$ cat src/rtl/midi_pkg.sv
// rtl/midi_pkg.sv - shared MIDI status/command encodings for the mono voice controller
package midi_pkg;
   localparam logic [3:0]  ST_NOTE_OFF      = 4'h8;
   localparam logic [3:0]  ST_NOTE_ON       = 4'h9;
   localparam logic [3:0]  ST_CC            = 4'hB;
   localparam logic [3:0]  ST_PGM           = 4'hC;
   localparam logic [3:0]  ST_CHPRESS       = 4'hD;
   localparam logic [3:0]  ST_PBEND         = 4'hE;
   localparam logic [6:0]  CC_ALL_NOTES_OFF = 7'd123;
   localparam logic [13:0] PITCH_CENTER     = 14'd8192;

   typedef enum logic [1:0] {P_IDLE, P_DATA1, P_DATA2} parse_state_t;
   typedef enum logic [1:0] {CMD_NONE, CMD_ON, CMD_OFF, CMD_ALL_OFF} cmd_t;
endpackage

$ cat src/rtl/midi_note_stack.sv
// rtl/midi_note_stack.sv - last-note-priority held-note stack, one command per cycle
module midi_note_stack
   import midi_pkg::*;
#(
   parameter int STACK_DEPTH = 8
) (
   input  logic       clk,
   input  logic       rst,
   input  logic [1:0] cmd,
   input  logic [6:0] note,
   input  logic [6:0] velocity,
   output logic [6:0] top_note,
   output logic [6:0] top_velocity,
   output logic       non_empty,
   output logic       push
);
   localparam int CW = $clog2(STACK_DEPTH + 1);

   // index 0 is the oldest entry; count-1 is the top
   logic [6:0]    st_note  [STACK_DEPTH];
   logic [6:0]    st_vel   [STACK_DEPTH];
   logic [6:0]    ext_note [STACK_DEPTH+1];
   logic [6:0]    ext_vel  [STACK_DEPTH+1];
   logic [6:0]    rm_note  [STACK_DEPTH+1];
   logic [6:0]    rm_vel   [STACK_DEPTH+1];
   logic [6:0]    nx_note  [STACK_DEPTH];
   logic [6:0]    nx_vel   [STACK_DEPTH];
   logic [CW-1:0] count, rm_count, nx_count, base;
   logic [6:0]    nx_top_note, nx_top_vel;
   logic          hit, full;

   always_comb begin
      hit = 1'b0;
      ext_note[STACK_DEPTH] = '0;
      ext_vel[STACK_DEPTH]  = '0;
      rm_note[STACK_DEPTH]  = '0;
      rm_vel[STACK_DEPTH]   = '0;
      for (int i = 0; i < STACK_DEPTH; i++) begin
         ext_note[i] = st_note[i];
         ext_vel[i]  = st_vel[i];
      end
      // pull everything above a matching entry down one slot
      for (int i = 0; i < STACK_DEPTH; i++) begin
         if (CW'(i) < count && st_note[i] == note) hit = 1'b1;
         rm_note[i] = hit ? ext_note[i+1] : ext_note[i];
         rm_vel[i]  = hit ? ext_vel[i+1]  : ext_vel[i];
      end
      rm_count = hit ? count - CW'(1) : count;
      full     = rm_count == CW'(STACK_DEPTH);
      base     = full ? rm_count - CW'(1) : rm_count;

      nx_count = count;
      for (int i = 0; i < STACK_DEPTH; i++) begin
         nx_note[i] = st_note[i];
         nx_vel[i]  = st_vel[i];
      end
      case (cmd)
         CMD_ON: begin
            for (int i = 0; i < STACK_DEPTH; i++) begin
               nx_note[i] = full ? rm_note[i+1] : rm_note[i];
               nx_vel[i]  = full ? rm_vel[i+1]  : rm_vel[i];
               if (CW'(i) == base) begin
                  nx_note[i] = note;
                  nx_vel[i]  = velocity;
               end
            end
            nx_count = base + CW'(1);
         end
         CMD_OFF: begin
            for (int i = 0; i < STACK_DEPTH; i++) begin
               nx_note[i] = rm_note[i];
               nx_vel[i]  = rm_vel[i];
            end
            nx_count = rm_count;
         end
         CMD_ALL_OFF: nx_count = '0;
         default: ;
      endcase

      nx_top_note = '0;
      nx_top_vel  = '0;
      for (int i = 0; i < STACK_DEPTH; i++) begin
         if (CW'(i + 1) == nx_count) begin
            nx_top_note = nx_note[i];
            nx_top_vel  = nx_vel[i];
         end
      end
   end

   always_ff @(posedge clk or posedge rst) begin
      if (rst) begin
         for (int i = 0; i < STACK_DEPTH; i++) begin
            st_note[i] <= '0;
            st_vel[i]  <= '0;
         end
         count        <= '0;
         top_note     <= '0;
         top_velocity <= '0;
         push         <= 1'b0;
      end else begin
         for (int i = 0; i < STACK_DEPTH; i++) begin
            st_note[i] <= nx_note[i];
            st_vel[i]  <= nx_vel[i];
         end
         count <= nx_count;
         // an emptied stack keeps the last note/velocity for the release tail
         if (nx_count != '0) begin
            top_note     <= nx_top_note;
            top_velocity <= nx_top_vel;
         end
         push <= cmd == CMD_ON;
      end
   end

   assign non_empty = count != '0;
endmodule

$ cat src/rtl/midi_mono_voice_ctrl.sv
// rtl/midi_mono_voice_ctrl.sv - MIDI byte parser and mono voice control; MIDI_OMNI_EN accepts all channels
module midi_mono_voice_ctrl
   import midi_pkg::*;
#(
   parameter int CHANNEL     = 0,
   parameter int STACK_DEPTH = 8
) (
   input  logic        CLK,
   input  logic        RST,
   input  logic [7:0]  RX_DATA,
   input  logic        RX_VALID,
   output logic [6:0]  NOTE,
   output logic [13:0] PITCH,
   output logic [6:0]  VELOCITY,
   output logic        GATE,
   output logic        NOTE_ON_STB
);
   parse_state_t state, state_n;
   logic [7:0]   status, status_n;
   logic [6:0]   d1, d1_n;
   logic         msg_done, ch_ok, pb_n, pb_q;
   cmd_t         cmd_n, cmd_q;
   logic [6:0]   cmd_note, cmd_vel;
   logic [13:0]  pb_val;

`ifdef MIDI_OMNI_EN
   assign ch_ok = 1'b1;
`else
   assign ch_ok = status[3:0] == CHANNEL[3:0];
`endif

   always_comb begin
      state_n  = state;
      status_n = status;
      d1_n     = d1;
      msg_done = 1'b0;
      if (RX_VALID && RX_DATA[7:3] != 5'b11111) begin
         if (RX_DATA[7:4] == 4'hF) begin
            state_n  = P_IDLE;
            status_n = '0;
         end else if (RX_DATA[7]) begin
            state_n  = P_DATA1;
            status_n = RX_DATA;
         end else begin
            case (state)
               P_DATA1: begin
                  d1_n = RX_DATA[6:0];
                  if (status[7:4] == ST_PGM || status[7:4] == ST_CHPRESS) msg_done = 1'b1;
                  else state_n = P_DATA2;
               end
               P_DATA2: begin
                  msg_done = 1'b1;
                  state_n  = P_DATA1;
               end
               default: ;
            endcase
         end
      end

      cmd_n = CMD_NONE;
      pb_n  = 1'b0;
      if (msg_done && ch_ok) begin
         case (status[7:4])
            ST_NOTE_ON:  cmd_n = (RX_DATA[6:0] != '0) ? CMD_ON : CMD_OFF;
            ST_NOTE_OFF: cmd_n = CMD_OFF;
            ST_CC:       if (d1 == CC_ALL_NOTES_OFF) cmd_n = CMD_ALL_OFF;
            ST_PBEND:    pb_n = 1'b1;
            default: ;
         endcase
      end
   end

   always_ff @(posedge CLK or posedge RST) begin
      if (RST) begin
         state    <= P_IDLE;
         status   <= '0;
         d1       <= '0;
         cmd_q    <= CMD_NONE;
         cmd_note <= '0;
         cmd_vel  <= '0;
         pb_q     <= 1'b0;
         pb_val   <= PITCH_CENTER;
         PITCH    <= PITCH_CENTER;
      end else begin
         state    <= state_n;
         status   <= status_n;
         d1       <= d1_n;
         cmd_q    <= cmd_n;
         cmd_note <= d1;
         cmd_vel  <= RX_DATA[6:0];
         pb_q     <= pb_n;
         if (pb_n) pb_val <= {RX_DATA[6:0], d1};
         // whole 14-bit word moves together, aligned with the stack update
         if (pb_q) PITCH <= pb_val;
      end
   end

   midi_note_stack #(.STACK_DEPTH(STACK_DEPTH)) u_stack (
      .clk          (CLK),
      .rst          (RST),
      .cmd          (cmd_q),
      .note         (cmd_note),
      .velocity     (cmd_vel),
      .top_note     (NOTE),
      .top_velocity (VELOCITY),
      .non_empty    (GATE),
      .push         (NOTE_ON_STB)
   );
endmodule

$ cat config.mk
export PLATFORM = sky130hd
export DESIGN_NAME = midi_mono_voice_ctrl
export DESIGN_NICKNAME = d
export VERILOG_FILES = /design/src/rtl/midi_pkg.sv /design/src/rtl/midi_note_stack.sv /design/src/rtl/midi_mono_voice_ctrl.sv
export SDC_FILE = /design/constraint.sdc
export NUM_CORES = 1
export LEC_CHECK = 0
export BUFFER_PORTS_ARGS = -buffer_cell sky130_fd_sc_hd__buf_2
export CAP_MARGIN = 0
export CORE_ASPECT_RATIO = 0.6
export CORE_MARGIN = 10
export CORE_UTILIZATION = 30
export DETAILED_ROUTE_END_ITERATION = 10
export HOLD_SLACK_MARGIN = 0.03
export SYNTH_ARGS = -nofsm -noshare
export SYNTH_HDL_FRONTEND = slang
export SYNTH_SLANG_ARGS = --single-unit
$ cat constraint.sdc
create_clock -name CLK -period 19.85 [get_ports CLK]
set_input_delay 3.97 -clock CLK [delete_from_list [all_inputs] [get_ports CLK]]
set_output_delay 3.97 -clock CLK [all_outputs]
set_load 0.01 [all_outputs]
* After elaboration in Yosys (flattened, before gate mapping) *
Index checks and enable logic that the tools add are counted.

word-level totals
  memories = 0
  bits in writable memories = 0
  bits in latches = 0
  bits in registers = 193
  memory bits (read-only) = 0
  input port bits = 11

operators by class
  bitwise gates (word level) = 2
  shift operators = 0
  $lt $le $gt $ge = 8
  equality and inequality tests = 39
  divide/modulo/power cells = 0
  multipliers = 0
  $add $sub $neg = 3
  muxes and demuxes = 94
  reduce and logical (&&, ||, !) cells = 21

operator list
  cell                 number
  $mux 7               64
  $pmux 56 s2          2
  $eq 7x7->1           8
  $eq 3x4->1 const A   8
  $eq 4x4->1 const B   8
  $eq 2x4->1 const A   4
  $lt 3x4->1 const A   4
  $mux 8               2
  $mux 1               14
  $mux 2               6
  $pmux 4 s3           1
  $reduce_bool 4->1    3
  $logic_and 1x1->1    10
  $eq 1x4->1 const A   2
  $logic_not 4->1      2
  $lt 1x4->1 const A   2
  $lt 2x4->1 const A   2
  $mux 4               2
  $sub 4x1->4 const B  2
  $eq 7x7->1 const B   1
  $reduce_bool 7->1    1
  $eq 2x2->1 const B   3
  $pmux 2 s3           1
  $ne 5x5->1 const B   1
  12 further kinds     14

* Logic depth before layout (Yosys ltp) *
  depth in word-level cells = 24
  gate-level depth with buffers = 29

* Modules after synthesis *
Synthesis repeated with hierarchy kept, for this count alone.

unflattened totals
  cell total of the unflattened synthesis = 1568
  area total of the unflattened synthesis = 14039.7 µm²

modules (own cells, without submodules)
  module                sequential area each (µm²)  area an instance (µm²)  instances  cells each
  midi_note_stack       3278.1                      11666.2                 1          1420
  midi_mono_voice_ctrl  1554.0                      2373.5                  1          148

* Least setup slack after synthesis *
Ideal clock, no wire load.

  path type = input-to-reg
  from = input port RX_DATA[5]
  to = register pb_val[7]
  data arrival time = 6.062 ns
  required time = 19.725 ns
  path slack = 13.664 ns
  library setup time = 0.125 ns
  cell stages on the path = 7
  cell sequence = nand4_1 > or2_2 > nand2_1 > nor3_1 > nor4b_1 > clkbuf_1 > mux2_2

on the way
  cells in the longest elaborated chain, start to end = 5

ends and longest elaborated chain
  item                                                line                                                    RTL
  from (decl)                                         midi_mono_voice_ctrl.sv:10                              input logic [7:0] RX_DATA,
  $eq 4x4->1 / $ne 5x5->1 (equally long branches)     midi_mono_voice_ctrl.sv:38, midi_mono_voice_ctrl.sv:37
  $mux 1 / $logic_and 1x1->1 (equally long branches)  midi_mono_voice_ctrl.sv:38, midi_mono_voice_ctrl.sv:37
  $mux 1 *                                            midi_mono_voice_ctrl.sv:37                              if (RX_VALID && RX_DATA[7:3] != 5'b11111) begin
  $logic_and 1x1->1 *                                 midi_mono_voice_ctrl.sv:62                              if (msg_done && ch_ok) begin
  $mux 1 *                                            midi_mono_voice_ctrl.sv:62
  via pb_n                                            midi_mono_voice_ctrl.sv:21                              logic msg_done, ch_ok, pb_n, pb_q;
  to (signal assigned)                                midi_mono_voice_ctrl.sv:92                              if (pb_n) pb_val <= {RX_DATA[6:0], d1};
  to (decl)                                           midi_mono_voice_ctrl.sv:24                              logic [13:0] pb_val;

The timed path passes the listed nets; every way through them passes the cells marked *.
A chain may end at the register's enable or synchronous reset.

==> impl_metrics.env <==
export IMPL_status="finished, final reports clean"
export IMPL_holdPathEnd="cmd_note[0]$_DFF_PP0_"
export IMPL_critPathKind="reg2reg"
export IMPL_finalCritPeriodShare=0.395
export IMPL_ys_top_cells_by_area="dfrtp_1 33%, a22oi_1 4.7%, a22o_1 4.0%, mux2_2 3.9%, nand2_1 3.6%"
export IMPL_r2r_cells=20
export IMPL_clock_latency_ns=0.49
export IMPL_clock_sinks=193
export IMPL_core_rowCount=61
export IMPL_worst_r2r_endpoint="u_stack.top_velocity[2]$_DFFE_PP0P_"
export IMPL_num_fill_cells=4808
export IMPL_cp_arrival_ns=8.21
export IMPL_cts_buffers=17
export IMPL_grt_pass1_vias=13800
export IMPL_synth_top_cell_area_share=0.333
export IMPL_drive_above_1_share=0.154
export IMPL_worstPathMaxFanout=26
export IMPL_post_drt_wl_per_cell_um=28.3
export IMPL_p_per_area_nw_per_um2=62.3
export IMPL_finClkSkew_ns=0.0285
export IMPL_hold_buffers=0
export IMPL_place_congestion=0.959
export IMPL_overflow=0
export IMPL_async_flop_share=1.00
export IMPL_syn_nets=1611
export IMPL_ios=41
export IMPL_crit_chain="inv_1, ha_1, a21oi_1, nand4_2, nand4_2, buf_4, nor2_1, a21boi_0, inv_1, ha_1, o21a_1, o21ai_1, nand2_1, buf_4, a21o_1, a221oi_1, o31ai_1, o221ai_1, o41ai_1, a221o_1"
export IMPL_first_iter_violations=2635
export IMPL_netlist_area_um2=14300
export IMPL_synth_area_per_cell_um2=9.03
export IMPL_tns_ns=0
export IMPL_yosys_warnings=0
export IMPL_end_kind="flop"
export IMPL_grt_first_pass_wirelength_um=91800
export IMPL_p_leak_nw=6.45
export IMPL_finalCriticalPeriod_ns=7.84
export IMPL_routed_wl_um=62100
export IMPL_drv_slew=0
export IMPL_die_area_um2=57200
export IMPL_crit_start="u_stack.count[0]$_DFF_PP0_"
export IMPL_finalNetCount=1576
export IMPL_seq_area_frac_synth=0.337
export IMPL_post_cts_resized=0
export IMPL_cp_start_kind="flop"
export IMPL_synth_edff_count=0
export IMPL_synthFlopType="dfrtp_1"
export IMPL_syn_to_final_growth_pct=8.75
export IMPL_path_clk_slew_ns=0.09
export IMPL_cp_required_ns=20.22
export IMPL_r2r_start="u_stack.count[0]$_DFF_PP0_"
export IMPL_setup_ws_ns=12.01
export IMPL_cts_max_path_buffers=2
export IMPL_via_count=14700
export IMPL_worst_slew_pin_slew_ns=1.28
export IMPL_ctsHtreeMaxLevel=4
export IMPL_coreArea_um2=46800
export IMPL_grt_max_degree=124
export IMPL_dp_hpwl_um=44900
export IMPL_yosysUniqueCellTypes=100
export IMPL_fmax_mhz=128
export IMPL_cts_setup_buffers=0
export IMPL_ir_drop_mv=0.0650
export IMPL_worstHoldPathCells=0
export IMPL_drc=0
export IMPL_hold_start="d1[0]$_DFFE_PP0P_"
export IMPL_antenna_left=0
export IMPL_maxSlewHeadroom=0.143
export IMPL_port_buffers=40
export IMPL_hold_violations=0
export IMPL_dr_pass1_iters=8
export IMPL_reg2reg_setup_slack_ns=12.01
export IMPL_slowest_stage="nand2_1"
export IMPL_yosys_area_top_type="dfrtp_1"
export IMPL_cts_tree="yes"
export IMPL_die_height_um=189
export IMPL_ys_ff_latch=193
export IMPL_die_w_um=302
export IMPL_rsz0062_at_grt="false"
export IMPL_holdCritPathClass="reg2reg"
export IMPL_antenna_found_initial=0
export IMPL_drv_cap=0
export IMPL_cpPeakStageDelay_ns=0.82
export IMPL_floorplan_initialDensity=0.306
export IMPL_syn_inst=1588
export IMPL_cts_root_buffer="clkbuf_16"
export IMPL_via_per_inst=6.70
export IMPL_grt_usage=0.209
export IMPL_finalSetupViolCount=0
export IMPL_pre_cts_ws_ns=12.42
## synthesized netlist by cell type (all sizes together), types with 11 or more instances
master,number
a211oi,34
a21o,12
a21oi,43
a221o,28
a221oi,18
a22o,65
a22oi,90
a311oi,12
a31oi,27
and3,11
buf,61
clkbuf,78
dfrtp,191
ha,12
inv,42
mux2,51
mux2i,44
nand2,139
nand3,36
nand4,14
nor2,90
nor3,46
nor4,11
o211a,12
o211ai,25
o21a,14
o21ai,104
o221ai,32
o22a,12
o22ai,13
o31ai,16
o32a,11
or2,13
xnor2,19
xor2,40
## registers in the layout, summed over array words and instances (netlist names)
signal and cells:
status 8, cmd_q 2, u_stack.top_note 7, u_stack.count 4
d1 7, cmd_note 7, pb_val 14, u_stack.top_velocity 7
u_stack.push 1, state 2, cmd_vel 7, pb_q 1
u_stack.ext_vel 56, u_stack.ext_note 56, PITCH 14
## routing by layer
metal / track usage / routed length (µm) / vias up
li1: - / - / 6134
met1: 0.317 / 27900 / 7238
met2: 0.259 / 22900 / 1246
met3: 0.0908 / 10400 / 99
met4: 0.0461 / 1020 / 0
met5: 0 / 0 / -
## report_power, final
| part | leakage (nW) | switching, mW | internal [mW] |
|---|---|---|---|
| clock | 0.271 | 0.188 | 0.167 |
| combinational | 3.55 | 0.0753 | 0.0571 |
| sequential | 2.63 | 0.0671 | 0.416 |
| total | 6.45 | 0.330 | 0.640 |
## worst max-delay path: cells and delay by family (launching register included)
| kind | cells | cell delay, ns |
|---|---|---|
| compound gates | 10 | 3.19 |
| simple gates | 4 | 1.83 |
| buf+inv | 4 | 1.22 |
| fa+ha+maj | 2 | 0.80 |
| flops | 1 | 0.67 |
## placed cells by master (no fill, tap or decap), drive strengths merged, types with 13 or more instances in the layout
cell type	count
a211oi	34
a21oi	43
a221o	28
a221oi	18
a22o	65
a22oi	90
a31oi	27
buf	85
clkbuf	18
dfrtp	191
inv	47
mux2	51
mux2i	44
nand2	139
nand3	36
nand4	14
nor2	90
nor3	46
o211ai	25
o21a	14
o21ai	104
o221ai	32
o22ai	13
o31ai	16
or2	13
xnor2	19
xor2	40
## cell type report
type,instances,area [µm²],area share
clock inverters,14,149,0.00955
clock buffers,18,429,0.0275
multi-input cells,1212,8680,0.557
well taps,630,788,0.0506
inverters,44,173,0.0111
flip-flops and latches,193,4830,0.310
diodes,1,2.50,0.000161
repair buffers,85,538,0.0345
## cells by family after synthesis
| logic type | synth area share |
|---|---|
| buf+inv | 0.0614 |
| flops | 0.337 |
| xor+xnor | 0.0366 |
| mux | 0.0729 |
| simple gates | 0.139 |
| fa+ha+maj | 0.0105 |
| compound gates | 0.343 |
## worst max path at each step
stage                                          endpoint  cells past startpoint  slack, ns
floorplan                          PITCH[0]$_DFFE_PP0P_                      1      10.63
global placement    u_stack.top_velocity[2]$_DFFE_PP0P_                     21      12.64
detailed placement  u_stack.top_velocity[2]$_DFFE_PP0P_                     20      12.42
CTS                 u_stack.top_velocity[2]$_DFFE_PP0P_                     20      12.40
global route            u_stack.top_note[1]$_DFFE_PP0P_                     21      11.53
finish              u_stack.top_velocity[2]$_DFFE_PP0P_                     20      12.01
## through the flow
stage / power, mW / util / cell area [µm²] / hold slack, ns / cells
after global routing: 1.01 / 0.333 / 15600 / 0.493 / 2196
after floorplan: 0.582 / - / 14300 / 0.384 / 1588
after detailed placement: 0.616 / 0.321 / 15000 / 0.437 / 2164
after global placement: 0.614 / 0.321 / 15000 / 0.425 / 2164
final: 0.971 / 0.333 / 15600 / 0.449 / 2197
after CTS: 0.968 / 0.333 / 15600 / 0.456 / 2196
Note: power is estimated with default switching activity, not from simulation.
